$ cat src/rtl/alu_ctrl_pkg.sv
// Shared definitions for the ALU issue controller: op codes, operand-B selects,
// FSM state type, the per-requester request bundle and latency helpers.
// Pure definitions; no timing or flow control lives here.
package alu_ctrl_pkg;

    localparam logic [3:0] OP_ADD  = 4'b0000;
    localparam logic [3:0] OP_SUB  = 4'b0001;
    localparam logic [3:0] OP_MUL  = 4'b0010;
    localparam logic [3:0] OP_MULH = 4'b0011;
    localparam logic [3:0] OP_DIV  = 4'b0100;
    localparam logic [3:0] OP_REM  = 4'b0101;
    localparam logic [3:0] OP_AND  = 4'b0110;
    localparam logic [3:0] OP_OR   = 4'b0111;
    localparam logic [3:0] OP_XOR  = 4'b1000;
    localparam logic [3:0] OP_SLL  = 4'b1001;
    localparam logic [3:0] OP_SRL  = 4'b1010;
    localparam logic [3:0] OP_SRA  = 4'b1011;
    localparam logic [3:0] OP_SLT  = 4'b1100;
    localparam logic [3:0] OP_SLTU = 4'b1101;
    localparam logic [3:0] OP_EQ   = 4'b1110;

    // Operand-B select; bit 1 set means rs2 regardless of bit 0.
    localparam logic [1:0] IRMUX_IMMS = 2'b00;
    localparam logic [1:0] IRMUX_IMMI = 2'b01;
    localparam logic [1:0] IRMUX_RS2  = 2'b10;

    typedef enum logic [1:0] {
        IDLE = 2'd0,
        EXEC = 2'd1,
        RESP = 2'd2
    } state_t;

    typedef struct packed {
        logic [3:0]  op;
        logic [1:0]  irmux;
        logic [31:0] a;
        logic [31:0] rs2;
        logic [31:0] imm_s;
        logic [31:0] imm_i;
    } req_t;

    function automatic int op_latency(input logic [3:0] op, input int mul_cycles,
                                      input int div_cycles);
        case (op)
            OP_MUL, OP_MULH: return mul_cycles;
            OP_DIV, OP_REM:  return div_cycles;
            default:         return 1;
        endcase
    endfunction

    function automatic logic is_div(input logic [3:0] op);
        return (op == OP_DIV) || (op == OP_REM);
    endfunction

    // The operand the ALU will actually use as B.
    function automatic logic [31:0] eff_b(input req_t r);
        if (r.irmux[1])
            return r.rs2;
        else if (r.irmux[0])
            return r.imm_i;
        else
            return r.imm_s;
    endfunction

endpackage

$ cat src/rtl/rr_arb2.sv
// Two-way round-robin arbiter; one-hot grant among valid requesters when enabled.
// Latency: grant is combinational; last_grant updates on the granted edge.
// Backpressure: no grant while en is low; a lone requester always wins.
// Ports: clk/rst_n, en (controller can accept), req_valid[1:0], grant[1:0], gnt_id.
module rr_arb2 (
    input  logic       clk,
    input  logic       rst_n,
    input  logic       en,
    input  logic [1:0] req_valid,
    output logic [1:0] grant,
    output logic       gnt_id
);

    logic last_grant;

    always_comb begin
        // On contention favour whoever did not win last time.
        gnt_id = (&req_valid) ? ~last_grant : req_valid[1];
        grant  = 2'b00;
        if (en && (|req_valid))
            grant = gnt_id ? 2'b10 : 2'b01;
    end

    // Reset to 1 so requester 0 wins the first contended cycle.
    always_ff @(posedge clk or negedge rst_n) begin
        if (!rst_n)
            last_grant <= 1'b1;
        else if (|grant)
            last_grant <= gnt_id;
    end

endmodule

$ cat src/rtl/alu_issue_ctrl.sv
// Issue sequencer for the shared ALU: arbitrates two requesters, holds operands for the op's latency, returns a tagged result.
// Latency: result valid L edges after accept (L = MUL_CYCLES / DIV_CYCLES / 1); issue-to-issue >= L+2 cycles.
// Backpressure: req_ready only in IDLE; result held in RESP until rsp_ready, no new accept meanwhile.
// Ports: req_* (two packed requesters), alu_* (registered operands / returned result), rsp_* (tagged response), busy.
module alu_issue_ctrl
    import alu_ctrl_pkg::*;
#(
    parameter int MUL_CYCLES = 4,
    parameter int DIV_CYCLES = 8
) (
    input  logic        clk,
    input  logic        rst_n,
    input  logic [1:0]  req_valid,
    output logic [1:0]  req_ready,
    input  logic [7:0]  req_op,
    input  logic [3:0]  req_irmux,
    input  logic [63:0] req_a,
    input  logic [63:0] req_rs2,
    input  logic [63:0] req_imm_s,
    input  logic [63:0] req_imm_i,
    output logic [31:0] alu_a,
    output logic [31:0] alu_rs2,
    output logic [31:0] alu_imm_s,
    output logic [31:0] alu_imm_i,
    output logic [1:0]  alu_irmux,
    output logic [3:0]  alu_op,
    input  logic [31:0] alu_out,
    input  logic        alu_bt,
    output logic        rsp_valid,
    input  logic        rsp_ready,
    output logic        rsp_id,
    output logic [31:0] rsp_data,
    output logic        rsp_bt,
    output logic        busy
);

    localparam int MAX_LAT = (MUL_CYCLES > DIV_CYCLES) ? MUL_CYCLES : DIV_CYCLES;
    // cnt only ever holds L-1, so it needs to reach MAX_LAT-1.
    localparam int CNT_W   = (MAX_LAT > 1) ? $clog2(MAX_LAT) : 1;

    state_t           state;
    logic [CNT_W-1:0] cnt;
    logic             div_zero;

    logic             arb_en;
    logic [1:0]       grant;
    logic             gnt_id;

    req_t             req0;
    req_t             req1;
    req_t             sel;
    logic             sel_div_zero;
    int               sel_lat;
    logic [31:0]      ovr_data;

    assign req0 = '{op: req_op[3:0], irmux: req_irmux[1:0], a: req_a[31:0],
                    rs2: req_rs2[31:0], imm_s: req_imm_s[31:0], imm_i: req_imm_i[31:0]};
    assign req1 = '{op: req_op[7:4], irmux: req_irmux[3:2], a: req_a[63:32],
                    rs2: req_rs2[63:32], imm_s: req_imm_s[63:32], imm_i: req_imm_i[63:32]};

    assign arb_en = (state == IDLE);

    rr_arb2 u_arb (
        .clk       (clk),
        .rst_n     (rst_n),
        .en        (arb_en),
        .req_valid (req_valid),
        .grant     (grant),
        .gnt_id    (gnt_id)
    );

    assign req_ready = grant;
    assign busy      = (state != IDLE);

    always_comb begin
        sel          = gnt_id ? req1 : req0;
        // A zero divisor bypasses the divider entirely, so it completes in one cycle.
        sel_div_zero = is_div(sel.op) && (eff_b(sel) == 32'd0);
        sel_lat      = sel_div_zero ? 1 : op_latency(sel.op, MUL_CYCLES, DIV_CYCLES);
    end

    // Divide-by-zero result: all-ones quotient, remainder equals the dividend.
    assign ovr_data = (alu_op == OP_DIV) ? 32'hFFFF_FFFF : alu_a;

    always_ff @(posedge clk or negedge rst_n) begin
        if (!rst_n) begin
            state     <= IDLE;
            cnt       <= '0;
            div_zero  <= 1'b0;
            alu_a     <= '0;
            alu_rs2   <= '0;
            alu_imm_s <= '0;
            alu_imm_i <= '0;
            alu_irmux <= '0;
            alu_op    <= '0;
            rsp_valid <= 1'b0;
            rsp_id    <= 1'b0;
            rsp_data  <= '0;
            rsp_bt    <= 1'b0;
        end else begin
            case (state)
                IDLE: begin
                    if (|grant) begin
                        alu_op    <= sel.op;
                        alu_irmux <= sel.irmux;
                        alu_a     <= sel.a;
                        alu_rs2   <= sel.rs2;
                        alu_imm_s <= sel.imm_s;
                        alu_imm_i <= sel.imm_i;
                        rsp_id    <= gnt_id;
                        div_zero  <= sel_div_zero;
                        cnt       <= CNT_W'(sel_lat - 1);
                        state     <= EXEC;
                    end
                end
                EXEC: begin
                    // alu_* are frozen here; this is what makes the multicycle path legal.
                    if (cnt == '0) begin
                        if (div_zero) begin
                            rsp_data <= ovr_data;
                            rsp_bt   <= ovr_data[0];
                        end else begin
                            rsp_data <= alu_out;
                            rsp_bt   <= alu_bt;
                        end
                        rsp_valid <= 1'b1;
                        state     <= RESP;
                    end else begin
                        cnt <= cnt - CNT_W'(1);
                    end
                end
                RESP: begin
                    if (rsp_ready) begin
                        rsp_valid <= 1'b0;
                        state     <= IDLE;
                    end
                end
                default: state <= IDLE;
            endcase
        end
    end

endmodule

$ cat config.mk
export PLATFORM = sky130hd
export DESIGN_NAME = alu_issue_ctrl
export DESIGN_NICKNAME = d
export VERILOG_FILES = /design/src/rtl/alu_ctrl_pkg.sv /design/src/rtl/rr_arb2.sv /design/src/rtl/alu_issue_ctrl.sv
export SDC_FILE = /design/constraint.sdc
export NUM_CORES = 1
export LEC_CHECK = 0
export ABC_AREA = 1
export CAP_MARGIN = 0
export CORE_AREA = 2 2 187 189
export CTS_CLUSTER_DIAMETER = 40
export DETAILED_ROUTE_END_ITERATION = 10
export DIE_AREA = 0 0 189 191
export GPL_TIMING_DRIVEN = 1
export SLEW_MARGIN = 20
export SYNTH_ARGS = -nofsm -noshare
export SYNTH_HDL_FRONTEND = slang
export SYNTH_SLANG_ARGS = --single-unit
$ cat constraint.sdc
create_clock -name clk -period 3 [get_ports clk]
set_input_delay 0.6 -clock clk [delete_from_list [all_inputs] [get_ports clk]]
set_output_delay 0.6 -clock clk [all_outputs]
set_load 0.1 [all_outputs]
After elaboration in Yosys (flattened, before gate mapping)
Cells that the tools add are included.
W data, S select, Z words.
{ "totals": {"ff_bits": 176, "input_bits": 306, "output_inout_bits": 172} }
{ "op_classes": {"add_sub_neg": 2, "eq_ne": 11, "muxes": 21, "bitwise": 1, "reduce_logical": 19} }
{ "ops": {"columns": ["op", "count"], "rows": [
  ["$mux W134", 1],
  ["$mux W32", 4],
  ["$logic_not A32 Y1", 1],
  ["$eq A4 B3 Y1 const B", 3],
  ["$pmux W3 S2", 2],
  ["$mux W2", 5],
  ["$mux W3", 3],
  ["$reduce_and A3 Y1", 3],
  ["$eq A4 B2 Y1 const B", 2],
  ["$ne A2 B2 Y1 const B", 4],
  ["$reduce_or A2 Y1", 4],
  ["$pmux W2 S3", 1],
  ["$reduce_and A2 Y1", 3],
  ["$reduce_bool A2 Y1", 3],
  ["$mux W1", 4],
  ["$logic_not A3 Y1", 1],
  ["$sub A3 B1 Y3 const B", 1],
  ["$sub A3 B2 Y3 const B", 1],
  ["$eq A2 B1 Y1 const B", 1],
  ["$eq A2 B2 Y1 const B", 1],
  ["$logic_and A1 B1 Y1", 2],
  ["$logic_not A2 Y1", 1],
  ["$pmux W1 S2", 1],
  ["$logic_or A1 B1 Y1", 1],
  ["$not A1 Y1", 1]
]} }

Depth between registers and ports, before layout
Gate-level depths: netlist of run 1.
{ "depth": {"ltp_word": 11, "mapped_depth": 16} }

Cells and area by module
From an unflattened synthesis of run 1, not the netlist that was laid out.
{ "hier_totals": {"cells_unflattened": 1096, "area_unflattened_um2": 8613.3} }
{ "by_module_without_submodules": {"columns": ["mod", "n_inst", "cells_per_inst", "area_each_um2", "seq_area_each_um2"], "rows": [
  ["alu_issue_ctrl", 1, 1086, 8544.4, 4379.2],
  ["rr_arb2", 1, 10, 68.8, 26.3]
]} }

Least setup slack after synthesis of run 1
No wires, ideal clock.
{ "synth_path": {"kind": "input to output", "startpoint": "in req_valid[0]", "endpoint": "out req_ready[1]", "arrival_ns": 2.383, "required_ns": 2.400, "setup_slack_ns": 0.017, "cell_stages": 6, "path_buffers": 3, "cell_sequence": "nand2_1 nand2_4 buf_6 buf_4 nor2_1 clkbuf_1"} }
{ "synth_between": {"elab_chain_cells": 4, "elab_cells_between_ends": 6} }
{ "synth_rtl": {"columns": ["item", "line", "rtl"], "rows": [
  ["from (decl)", "alu_issue_ctrl.sv:13", "input logic [1:0] req_valid,"],
  ["$reduce_and A2 Y1", "rr_arb2.sv:18", "gnt_id = (&req_valid) ? ~last_grant : req_valid[1];"],
  ["$mux W1", "rr_arb2.sv:18", null],
  ["$mux W2", "rr_arb2.sv:21", "grant = gnt_id ? 2'b10 : 2'b01;"],
  ["$mux W2 *", "rr_arb2.sv:20", "if (en && (|req_valid))"],
  ["to (decl)", "alu_issue_ctrl.sv:14", "output logic [1:0] req_ready,"]
]} }
Mark *: on every way between the ends. The rest lies on a longest branch, timed or not.

Worst setup path after layout of run 1
{ "layout_path": {"startpoint": "in req_valid[0]", "endpoint": "out req_ready[0]"} }
The elaborated chain is that of the path after synthesis.

==> flow_summary.ini, run 1 <==
[logic_synthesis]
synth.top_cell.area_share = 0.499
synthCells = 1137
ys_seq_area_frac = 0.502
synth-edff-count = 0
ys_ff_latch = 176
synth.avg_cell_area_um2 = 7.72
ys_async_sr_fraction = 1.00
synth_area_leaders = dfrtp_1 (50%), nand2_1 (19%), o21ai_0 (6.7%)
synth_ff_type = dfrtp_1
yosysTopAreaCell = dfrtp_1
synth_fp_nets = 1445
ys_types = 32
yosysWarnings = 0
syn_area_um2 = 8770

[finish]
design_area_um2 = 14300
n_fill_cell = 3473
area_growth_pct = 63.0
drive_gt1_frac = 0.159
nNetsFinal = 1912
final_core_util = 0.419

[routing]
ant_nets = 0
drtPass1Iterations = 7
wirelength_um = 35700
via_per_inst = 4.49
vias = 9288
drtIter0Drc = 383
drc = 0
wire_per_inst_um = 17.3

[clocking]
ctsHoldBuffers = 0
h-tree-depth = 4
numCtsBuffers = 17
ctsRootBufferMaster = clkbuf_16
clk_latency_ns = 0.44
cts_setup_buffers = 0
cts.sinks = 176
clockBufferDepth = 2
cts_tree = done
clkSlewWorstSetupHoldPaths_ns = 0.06
cts_resized = 0

[critical_path]
cp-end-kind = output pin
path_class = in -> out
path_cells = clkdlybuf4s50_1 > nand2_1 > nand2_4 > inv_2 > buf_4 > nor2_2 > buf_12
rr_startpoint = u_arb.last_grant$_DFFE_PN1P_
reg2reg_to = cnt[0]$_DFFE_PN0P_
critPathMaxFanout = 19
reg2reg_depth = 14
slowest_stage = clkdlybuf4s50_1
cp_data_required_time_ns = 2.40
crit_arrival_ns = 2.13
cp_slowest_stage_delay_ns = 0.49
path_buf_inv = 4
cp_top_family = buffers and inverters
critPathLaunchType = primary input
r2r_slack_ns = 0.55

[grt]
grt_max_degree = 81
grt_use_met2 = 0.339
globalRouteMet3Util = 0.0681
grt_pass1_wl_um = 53700
grt_overflow = 0
busiest_layer = met2
antenna_found_initial = 1
grt_pass1_vias = 9261
track_usage = 0.195
grtUsageMet1 = 0.229

[sta]
period_minus_slack_ns = 2.73
drv_slew = 0
fin_skew_ns = 0.00859
setup_viol = 0
max_freq_mhz = 366
finalHoldViolCount = 0
fin_crit_sh = 0.910
tightest_slew_ns = 0.649
maxSlewHeadroom = 0.567
worst_hold_slack_ns = 0.201
rsz0062_at_grt = false

[floorplanning]
die_w_um = 189
num_io_pins = 478
num_rows = 68
die_h_um = 191
start_util = 0.257
core-area_um2 = 34100
dieArea_um2 = 36100

[place]
dp_hpwl_um = 28200
port-buffer-count = 477
placed_cell_area_um2 = 13800
gp_congestion = 0.880

[worst_hold_path]
hold_path_class = in -> async

[outcome]
outcome = finished, final reports clean

[run]
drv_cap = 0
metal layers:
layer,vias up,part of all wire
met3,27,0.084
met4,0,0.017
met2,356,0.49
met1,4303,0.41
li1,4602,-
met5,-,0
sequential cells by signal, indices dropped and copies added, names as in the netlist:
signal and count:
rsp_valid 1, rsp_bt 1, state 2, div_zero 1, rsp_id 1, alu_rs2 32, alu_op 4, u_arb.last_grant 1
cnt 3, alu_imm_s 32, alu_irmux 2, alu_imm_i 32, alu_a 32, rsp_data 32
area by class of cell:
cell class                 count  area (um^2)  share of cell area
clock inverter                 6         62.6             0.00437
tap                          455          569              0.0398
antenna                        1         2.50            0.000175
timing repair buffer         517         4790               0.335
multi-input combinational    817         3740               0.261
inverter                      75          282              0.0197
clock buffer                  23          458              0.0320
sequential                   176         4410               0.308
worst max path at each step:
stage | start | end | slack [ns] | cells past startpoint
finish | req_valid[0] | req_ready[0] | 0.27 | 7
floorplan | req_valid[0] | req_ready[1] | 0.02 | 6
CTS | req_valid[0] | req_ready[0] | 0.25 | 7
detailed placement | req_valid[1] | cnt[1]$_DFFE_PN0P_ | -0.04 | 13
global route | req_valid[0] | req_ready[0] | 0.19 | 7
global placement | req_valid[1] | cnt[0]$_DFFE_PN0P_ | -0.04 | 17
per-stage QoR:
stage,TNS [ns],instances,setup WS [ns]
after floorplan,0,1137,0.0172
after global placement,-0.0730,2040,-0.0410
after detailed placement,-0.0851,2040,-0.0435
after CTS,0,2069,0.251
after global routing,0,2069,0.186
final,0,2070,0.271
cells in the mapped netlist (2+ instances only):
| master | n |
|---|---|
| o21ai_1 | 10 |
| nand2_1 | 454 |
| buf_2 | 10 |
| inv_1 | 73 |
| nor2_1 | 78 |
| buf_6 | 10 |
| o221ai_1 | 31 |
| a31oi_1 | 27 |
| o21ai_0 | 117 |
| or2_1 | 5 |
| or2_2 | 8 |
| a21oi_1 | 4 |
| buf_4 | 6 |
| mux2i_1 | 6 |
| nand3_1 | 45 |
| nand3b_1 | 18 |
| o21ai_2 | 2 |
| clkbuf_1 | 37 |
| nand4_1 | 2 |
| buf_1 | 6 |
| a2bb2oi_1 | 2 |
| dfrtp_1 | 175 |
| ha_1 | 2 |
cell families (layout without fill, tap and decap cells):
group / count (synthesis) / in the layout / share of synthesized area
adders and majority gates: 2 / 2 / 0.00285
muxes: 6 / 6 / 0.00685
DFF: 176 / 176 / 0.502
and+or+nand+nor: 615 / 615 / 0.284
other: 0 / 1 / 0
AOI/OAI and AO/OA: 194 / 194 / 0.130
buffers and inverters: 144 / 621 / 0.0742
placed cells by master, fill, tap and decap left out, types with 2 or more instances in the layout:
cell	n
a21oi_1	4
a2bb2oi_1	2
a31oi_1	27
buf_12	11
buf_4	201
clkbuf_1	5
clkbuf_16	17
clkbuf_8	2
clkdlybuf4s50_1	304
clkinv_2	2
clkinvlp_4	3
dfrtp_1	175
ha_1	2
inv_1	72
inv_2	2
mux2i_1	6
nand2_1	454
nand3_1	45
nand3b_1	18
nand4_1	2
nor2_1	75
nor2_2	3
o21ai_0	117
o21ai_1	9
o21ai_2	2
o221ai_1	31
or2_1	5
or2_2	8
Power of run 1 is not shown: default switching activity piles up to over one toggle a cycle in this logic, so the estimate is an artifact.
==> run 2, diff against run 1 <==
CTS_BUF_LIST = sky130_fd_sc_hd__clkbuf_8   (was default)
==> flow_summary.ini, run 2 (synthesis results as in run 1) <==
[outcome]
outcome = finished, final reports clean

[routing]
vias = 9238
wire_per_inst_um = 17.2
wirelength_um = 35600
drtPass1Iterations = 5
drc = 0
via_per_inst = 4.46
ant_nets = 0
drtIter0Drc = 361

[critical_path]
r2r_slack_ns = 0.55
cp_slowest_stage_delay_ns = 0.49
crit_arrival_ns = 2.13
path_cells = clkdlybuf4s50_1 > nand2_1 > nand2_4 > inv_2 > buf_4 > nor2_2 > buf_12
rr_startpoint = u_arb.last_grant$_DFFE_PN1P_
critPathLaunchType = primary input
critPathMaxFanout = 19
path_class = in -> out
slowest_stage = clkdlybuf4s50_1
reg2reg_depth = 14
reg2reg_to = cnt[0]$_DFFE_PN0P_
cp-end-kind = output pin
cp_data_required_time_ns = 2.40

[clocking]
h-tree-depth = 4
cts.sinks = 176
cts_resized = 0
cts_tree = done
numCtsBuffers = 17
clkSlewWorstSetupHoldPaths_ns = 0.08
clk_latency_ns = 0.48
clockBufferDepth = 2
ctsRootBufferMaster = clkbuf_8
ctsHoldBuffers = 0
cts_setup_buffers = 0

[sta]
setup_viol = 0
setup_slack_ns = 0.268
tns_ns = 0
drv_slew = 0
max_freq_mhz = 366
fin_crit_sh = 0.911
fin_skew_ns = 0.0115
rsz0062_at_grt = false
maxSlewHeadroom = 0.559
finalHoldViolCount = 0
period_minus_slack_ns = 2.73
tightest_slew_ns = 0.661

[floorplanning]
dieArea_um2 = 36100
core-area_um2 = 34100
die_w_um = 189
num_rows = 68
die_h_um = 191
start_util = 0.257
num_io_pins = 478

[finish]
final_cell_mix = nand2_1 (454), clkdlybuf4s50_1 (304), buf_4 (201)
final_core_util = 0.414
area_growth_pct = 60.8
nNetsFinal = 1912
n_fill_cell = 3503
final_common_cell = nand2_1
drive_gt1_frac = 0.159
design_area_um2 = 14100

[grt]
grt_pass1_vias = 9250
grt_max_degree = 81
grt_pass1_wl_um = 53700
antenna_found_initial = 1
track_usage = 0.195
grt_overflow = 0

[place]
dp_hpwl_um = 28200
pre_cts_ws_ns = -0.0435
placed_cell_area_um2 = 13800
gp_congestion = 0.880
port-buffer-count = 477

[worst_hold_path]
hold_path_class = in -> async

[run]
drv_cap = 0
## run 2: routing by layer
layer | GRT usage | part of all wire
met5 | 0 | 0
met4 | 0.0514 | 0.017
met3 | 0.0681 | 0.085
met2 | 0.340 | 0.50
met1 | 0.228 | 0.40
## run 2: final cells by class
| type | instances | area, um^2 | share of cell area |
|---|---|---|---|
| Antenna cell | 1 | 2.50 | 0.000177 |
| Clock buffer | 18 | 248 | 0.0176 |
| Clock inverter | 11 | 81.3 | 0.00576 |
| Inverter | 75 | 282 | 0.0200 |
| Multi-Input combinational cell | 817 | 3740 | 0.265 |
| Sequential cell | 176 | 4410 | 0.312 |
| Tap cell | 455 | 569 | 0.0403 |
| Timing Repair Buffer | 517 | 4790 | 0.339 |
## run 2: per-stage QoR
stage | hold slack (ns) | std cells
final | 0.150 | 2070
after global routing | 0.145 | 2069
after CTS | 0.142 | 2069
after detailed placement | 0.467 | 2040
after global placement | 0.463 | 2040
after floorplan | 0.304 | 1137
## run 2: worst max-delay path by stage
stage,slack (ns),cells after the start,end,from
floorplan,0.02,6,req_ready[1],req_valid[0]
global placement,-0.04,17,cnt[0]$_DFFE_PN0P_,req_valid[1]
detailed placement,-0.04,13,cnt[1]$_DFFE_PN0P_,req_valid[1]
CTS,0.23,6,req_ready[0],u_arb.last_grant$_DFFE_PN1P_
global route,0.16,6,req_ready[0],u_arb.last_grant$_DFFE_PN1P_
finish,0.27,7,req_ready[0],req_valid[0]
## run 2: worst max-delay path: cells and delay by family
kind	cells	cell delay (ns)
buffers and inverters	4	0.99
and+or+nand+nor	3	0.51
Power of run 2 is left out for the same reason.
==> run 3, diff against run 2 <==
==> constraint.sdc (replaced) <==
create_clock -name clk -period 3 [get_ports clk]
set_input_delay 0.3 -clock clk [delete_from_list [all_inputs] [get_ports clk]]
set_output_delay 0.3 -clock clk [all_outputs]
set_load 0.1 [all_outputs]
==> flow_summary.ini, run 3 (synthesis results as in run 1) <==
[outcome]
outcome = finished, final reports clean

[clocking]
cts_resized = 0
clockBufferDepth = 2
numCtsBuffers = 17
clkSlewWorstSetupHoldPaths_ns = 0.10
cts_tree = done
ctsRootBufferMaster = clkbuf_8
cts.sinks = 176
clk_latency_ns = 0.48
h-tree-depth = 4

[critical_path]
crit_path_start = state[1]$_DFFE_PN0P_
path_cells = nor2_1 > inv_1 > nor2_2 > buf_12
cp-end-kind = output pin
path_class = reg -> out
critPathMaxFanout = 12
critPathLaunchType = register
cp_top_family = simple AND/OR/NAND/NOR gates
crit_arrival_ns = 2.34
cp_data_required_time_ns = 2.70
rr_startpoint = u_arb.last_grant$_DFFE_PN1P_
cp_slowest_stage_delay_ns = 0.60
slowest_stage = nor2_2
path_buf_inv = 2

[routing]
vias = 9236
ant_nets = 0
via_per_inst = 4.48
drc = 0
drtIter0Drc = 311
wirelength_um = 36200
drtPass1Iterations = 4
wire_per_inst_um = 17.5

[finish]
area_growth_pct = 60.4
nNetsFinal = 1900
multiInputGateArea_um2 = 3740
drive_gt1_frac = 0.153
n_fill_cell = 3465
final_cell_mix = nand2_1 (454), clkdlybuf4s50_1 (310), buf_4 (185)
final_common_cell = nand2_1
seq_area_um2 = 4410

[sta]
max_freq_mhz = 378
fin_crit_sh = 0.881
tightest_slew_ns = 0.980
period_minus_slack_ns = 2.64
finalHoldViolCount = 0
setup_viol = 0
tns_ns = 0
rsz0062_at_grt = false
maxSlewHeadroom = 0.345
worst_hold_slack_ns = 0.371
fin_skew_ns = 0.0125
drv_slew = 0
setup_slack_ns = 0.357

[place]
pre_cts_ws_ns = 0.291
port-buffer-count = 477
gp_congestion = 0.875
dp_hpwl_um = 28200

[floorplanning]
num_rows = 68
num_io_pins = 478
dieArea_um2 = 36100
start_util = 0.257
core-area_um2 = 34100
die_h_um = 191
die_w_um = 189

[grt]
grt_pass1_vias = 9338
grt_pass1_wl_um = 54400
antenna_found_initial = 2
grt_max_degree = 132
grt_overflow = 0
track_usage = 0.198

[run]
drv_cap = 0

[worst_hold_path]
hold_path_class = in -> reg
hold_start = req_a[58]
[run 3: cell count changes in the layout (fill, tap and decap cells not counted), moves of 3 or more]
cell | previous run | this run
buf_4 | 201 | 185
clkdlybuf4s50_1 | 304 | 310
inv_1 | 77 | 72
buf_12 | 11 | 8
clkinv_2 | 2 | 5
inv_6 | 0 | 3
[run 3: final timing paths]
| kind | to | slack, ns | depth (start not counted) |
|---|---|---|---|
| max in group asynchronous | alu_imm_i[31]$_DFFE_PN0P_ | 1.80 | 3 |
| worst min register to register | rsp_data[22]$_DFFE_PN0P_ | 0.49 | 2 |
| worst min-delay path | alu_a[26]$_DFFE_PN0P_ | 0.37 | 3 |
| worst max-delay path | req_ready[1] | 0.36 | 4 |
| min in group asynchronous | rsp_data[5]$_DFFE_PN0P_ | 0.40 | 2 |
| worst max register to register | cnt[1]$_DFFE_PN0P_ | 0.53 | 15 |
[run 3: worst register-to-register path, delay by kind of cell, from the launching register on]
family / cells / cell delay [ns]
buffers and inverters: 3 / 0.47
AO/OA/AOI/OAI: 1 / 0.12
AND/OR/NAND/NOR: 11 / 1.21
flip-flops: 1 / 0.58
[run 3: stage by stage]
| stage | instance area (um^2) | utilization | std cells |
|---|---|---|---|
| 5_1_grt | 14100 | 0.412 | 2062 |
| 3_3_place_gp | 13700 | 0.400 | 2027 |
| 2_1_floorplan | 8770 | - | 1137 |
| 4_1_cts | 14100 | 0.412 | 2060 |
| 6_report | 14100 | 0.412 | 2062 |
| 3_5_place_dp | 13700 | 0.400 | 2027 |
[run 3: layout make-up]
class                   instances  area share
flip-flops and latches        176       0.313
diodes                          2    0.000356
multi-input cells             817       0.266
clock inverters                13     0.00960
repair buffers                505       0.332
clock buffers                  19      0.0186
inverters                      75      0.0200
well taps                     455      0.0405
[run 3: repair_timing]
item | 4_1_cts | 5_1_grt
setup buffers | 0 | 0
hold endpoints to repair | 67 | 0
hold buffers | 1 | 0
[run 3: metal layers]
metal | vias up | GRT usage | share of wire
met5 | - | 0 | 0
met4 | 0 | 0.0928 | 0.037
met3 | 55 | 0.0696 | 0.086
met2 | 372 | 0.334 | 0.48
met1 | 4223 | 0.225 | 0.40
li1 | 4586 | - | -
Power of run 3 is left out for the same reason.
==> patch (flow settings as in run 3) <==
Make the reset (`rst_n`) synchronous in 2 clocked blocks.
--- a/src/rtl/rr_arb2.sv
+++ b/src/rtl/rr_arb2.sv
@@ -24,3 +24,3 @@
     // Reset to 1 so requester 0 wins the first contended cycle.
-    always_ff @(posedge clk or negedge rst_n) begin
+    always_ff @(posedge clk) begin
         if (!rst_n)
--- a/src/rtl/alu_issue_ctrl.sv
+++ b/src/rtl/alu_issue_ctrl.sv
@@ -84,3 +84,3 @@
 
-    always_ff @(posedge clk or negedge rst_n) begin
+    always_ff @(posedge clk) begin
         if (!rst_n) begin
Formal check against the unedited RTL: differs if rst_n is asserted again (counterexample within 4 cycles, from zero or initial values and one cycle with rst_n low); with rst_n held inactive, the same outputs for 4 cycles.
==> patch against run 3 <==
- cell area fell by 4.5%
- hold slack worse by 0.13 ns
- area after synthesis fell by 7.9%
- routed wire length increased by 7.1%
- sequential cell count stayed put
- synthesized cell count increased by 1.7%
- global-route usage increased by 0.87 points
- highest routed layer unchanged
- largest cell class unchanged
- worst setup slack improved by 0.21 ns
==> patch: results (changes against run 3) <==
.. list-table::
   :header-rows: 1

   * - Metric
     - Value
   * - Most used flip-flop cell after synthesis
     - dfxtp_1 (was dfrtp_1)
   * - Maximum number of pins on one net before global-route repair
     - 66 (was 132)
   * - Met3 demand-to-capacity share in global routing
     - 5.43% (was 6.96%)
   * - Net count, final
     - 1,905 (was 1,900)
   * - Source of the critical timing path
     - state[1]$_SDFFE_PN0P_ (was state[1]$_DFFE_PN0P_)
   * - Met1 layer usage reported by global route
     - 26.1% (was 22.5%)
   * - Longest individual stage delay on the worst path
     - 0.37 ns (was 0.60 ns)
   * - Run status
     - finished, final reports clean (unchanged)
   * - Clock buffer and inverter area fraction after layout
     - 2.99% (was 2.82%)
   * - Global-route total usage across every layer
     - 20.7% (was 19.8%)
   * - DRT Pass-1 Iters
     - 5 (was 4)
   * - Wire length on met2
     - 18.3 mm (was 17.2 mm)
   * - Global-route wire length before repair
     - 56.7 mm (was 54.4 mm)
   * - Maximum fanout along the worst path
     - 15 (was 12)
   * - Fraction of standard cell area in multi-input logic
     - 29.3% (was 26.6%)
   * - Clock Buffer Count
     - 18 (was 19)
   * - Total number of multi-input combinational cells
     - 824 (was 817)
   * - Wire length after detailed routing
     - 38.7 mm (was 36.2 mm)
   * - Worst EP arrival
     - 2.14 ns (was 2.34 ns)
   * - Clock Skew
     - 0.0233 ns (was 0.0125 ns)
   * - Routed wire length per instance
     - 18.8 um (was 17.5 um)
   * - Met2 usage in global routing
     - 34.1% (was 33.4%)
   * - Initial DRC count
     - 603 (was 311)
   * - Via count of the first global-routing pass
     - 9,284 (was 9,338)
   * - Per-cell via count in the routed design
     - 4.68 (was 4.48)
   * - Area share of buffers outside the clock network
     - 35.3% (was 33.2%)
   * - Worst Min Path Start
     - rst_n (was req_a[58])
   * - Amount of wire on met3 after detailed routing
     - 2.94 mm (was 3.11 mm)
-- patch: cell count changes after synthesis, moves of 9 or more --
cell             run 3  this run
a21oi_1              4        96
a31oi_1             27        78
buf_2               10        22
buf_6               10         1
clkbuf_1            37        56
dfrtp_1            175         0
dfxtp_1              0       176
nand2_1            454       337
nand3_1             45        14
nor2_1              78        52
o21ai_0            117       151
o221ai_1            31         0
o22ai_1              0        31
-- patch: cells by family after synthesis --
logic type      after synthesis  share of synthesized area, %
simple gates                439                          22.1
compound gates              375                          25.1
flops                       176                          43.6
buf+inv                     156                          7.91
mux                           8                         0.991
fa+ha+maj                     2                         0.310
-- patch: stage by stage --
stage | util, % | setup TNS [ns]
after CTS | 39.4 | 0
after global routing | 39.4 | 0
after detailed placement | 38.2 | -0.0437
after floorplan | - | 0
after global placement | 38.2 | -0.194
final | 39.4 | 0
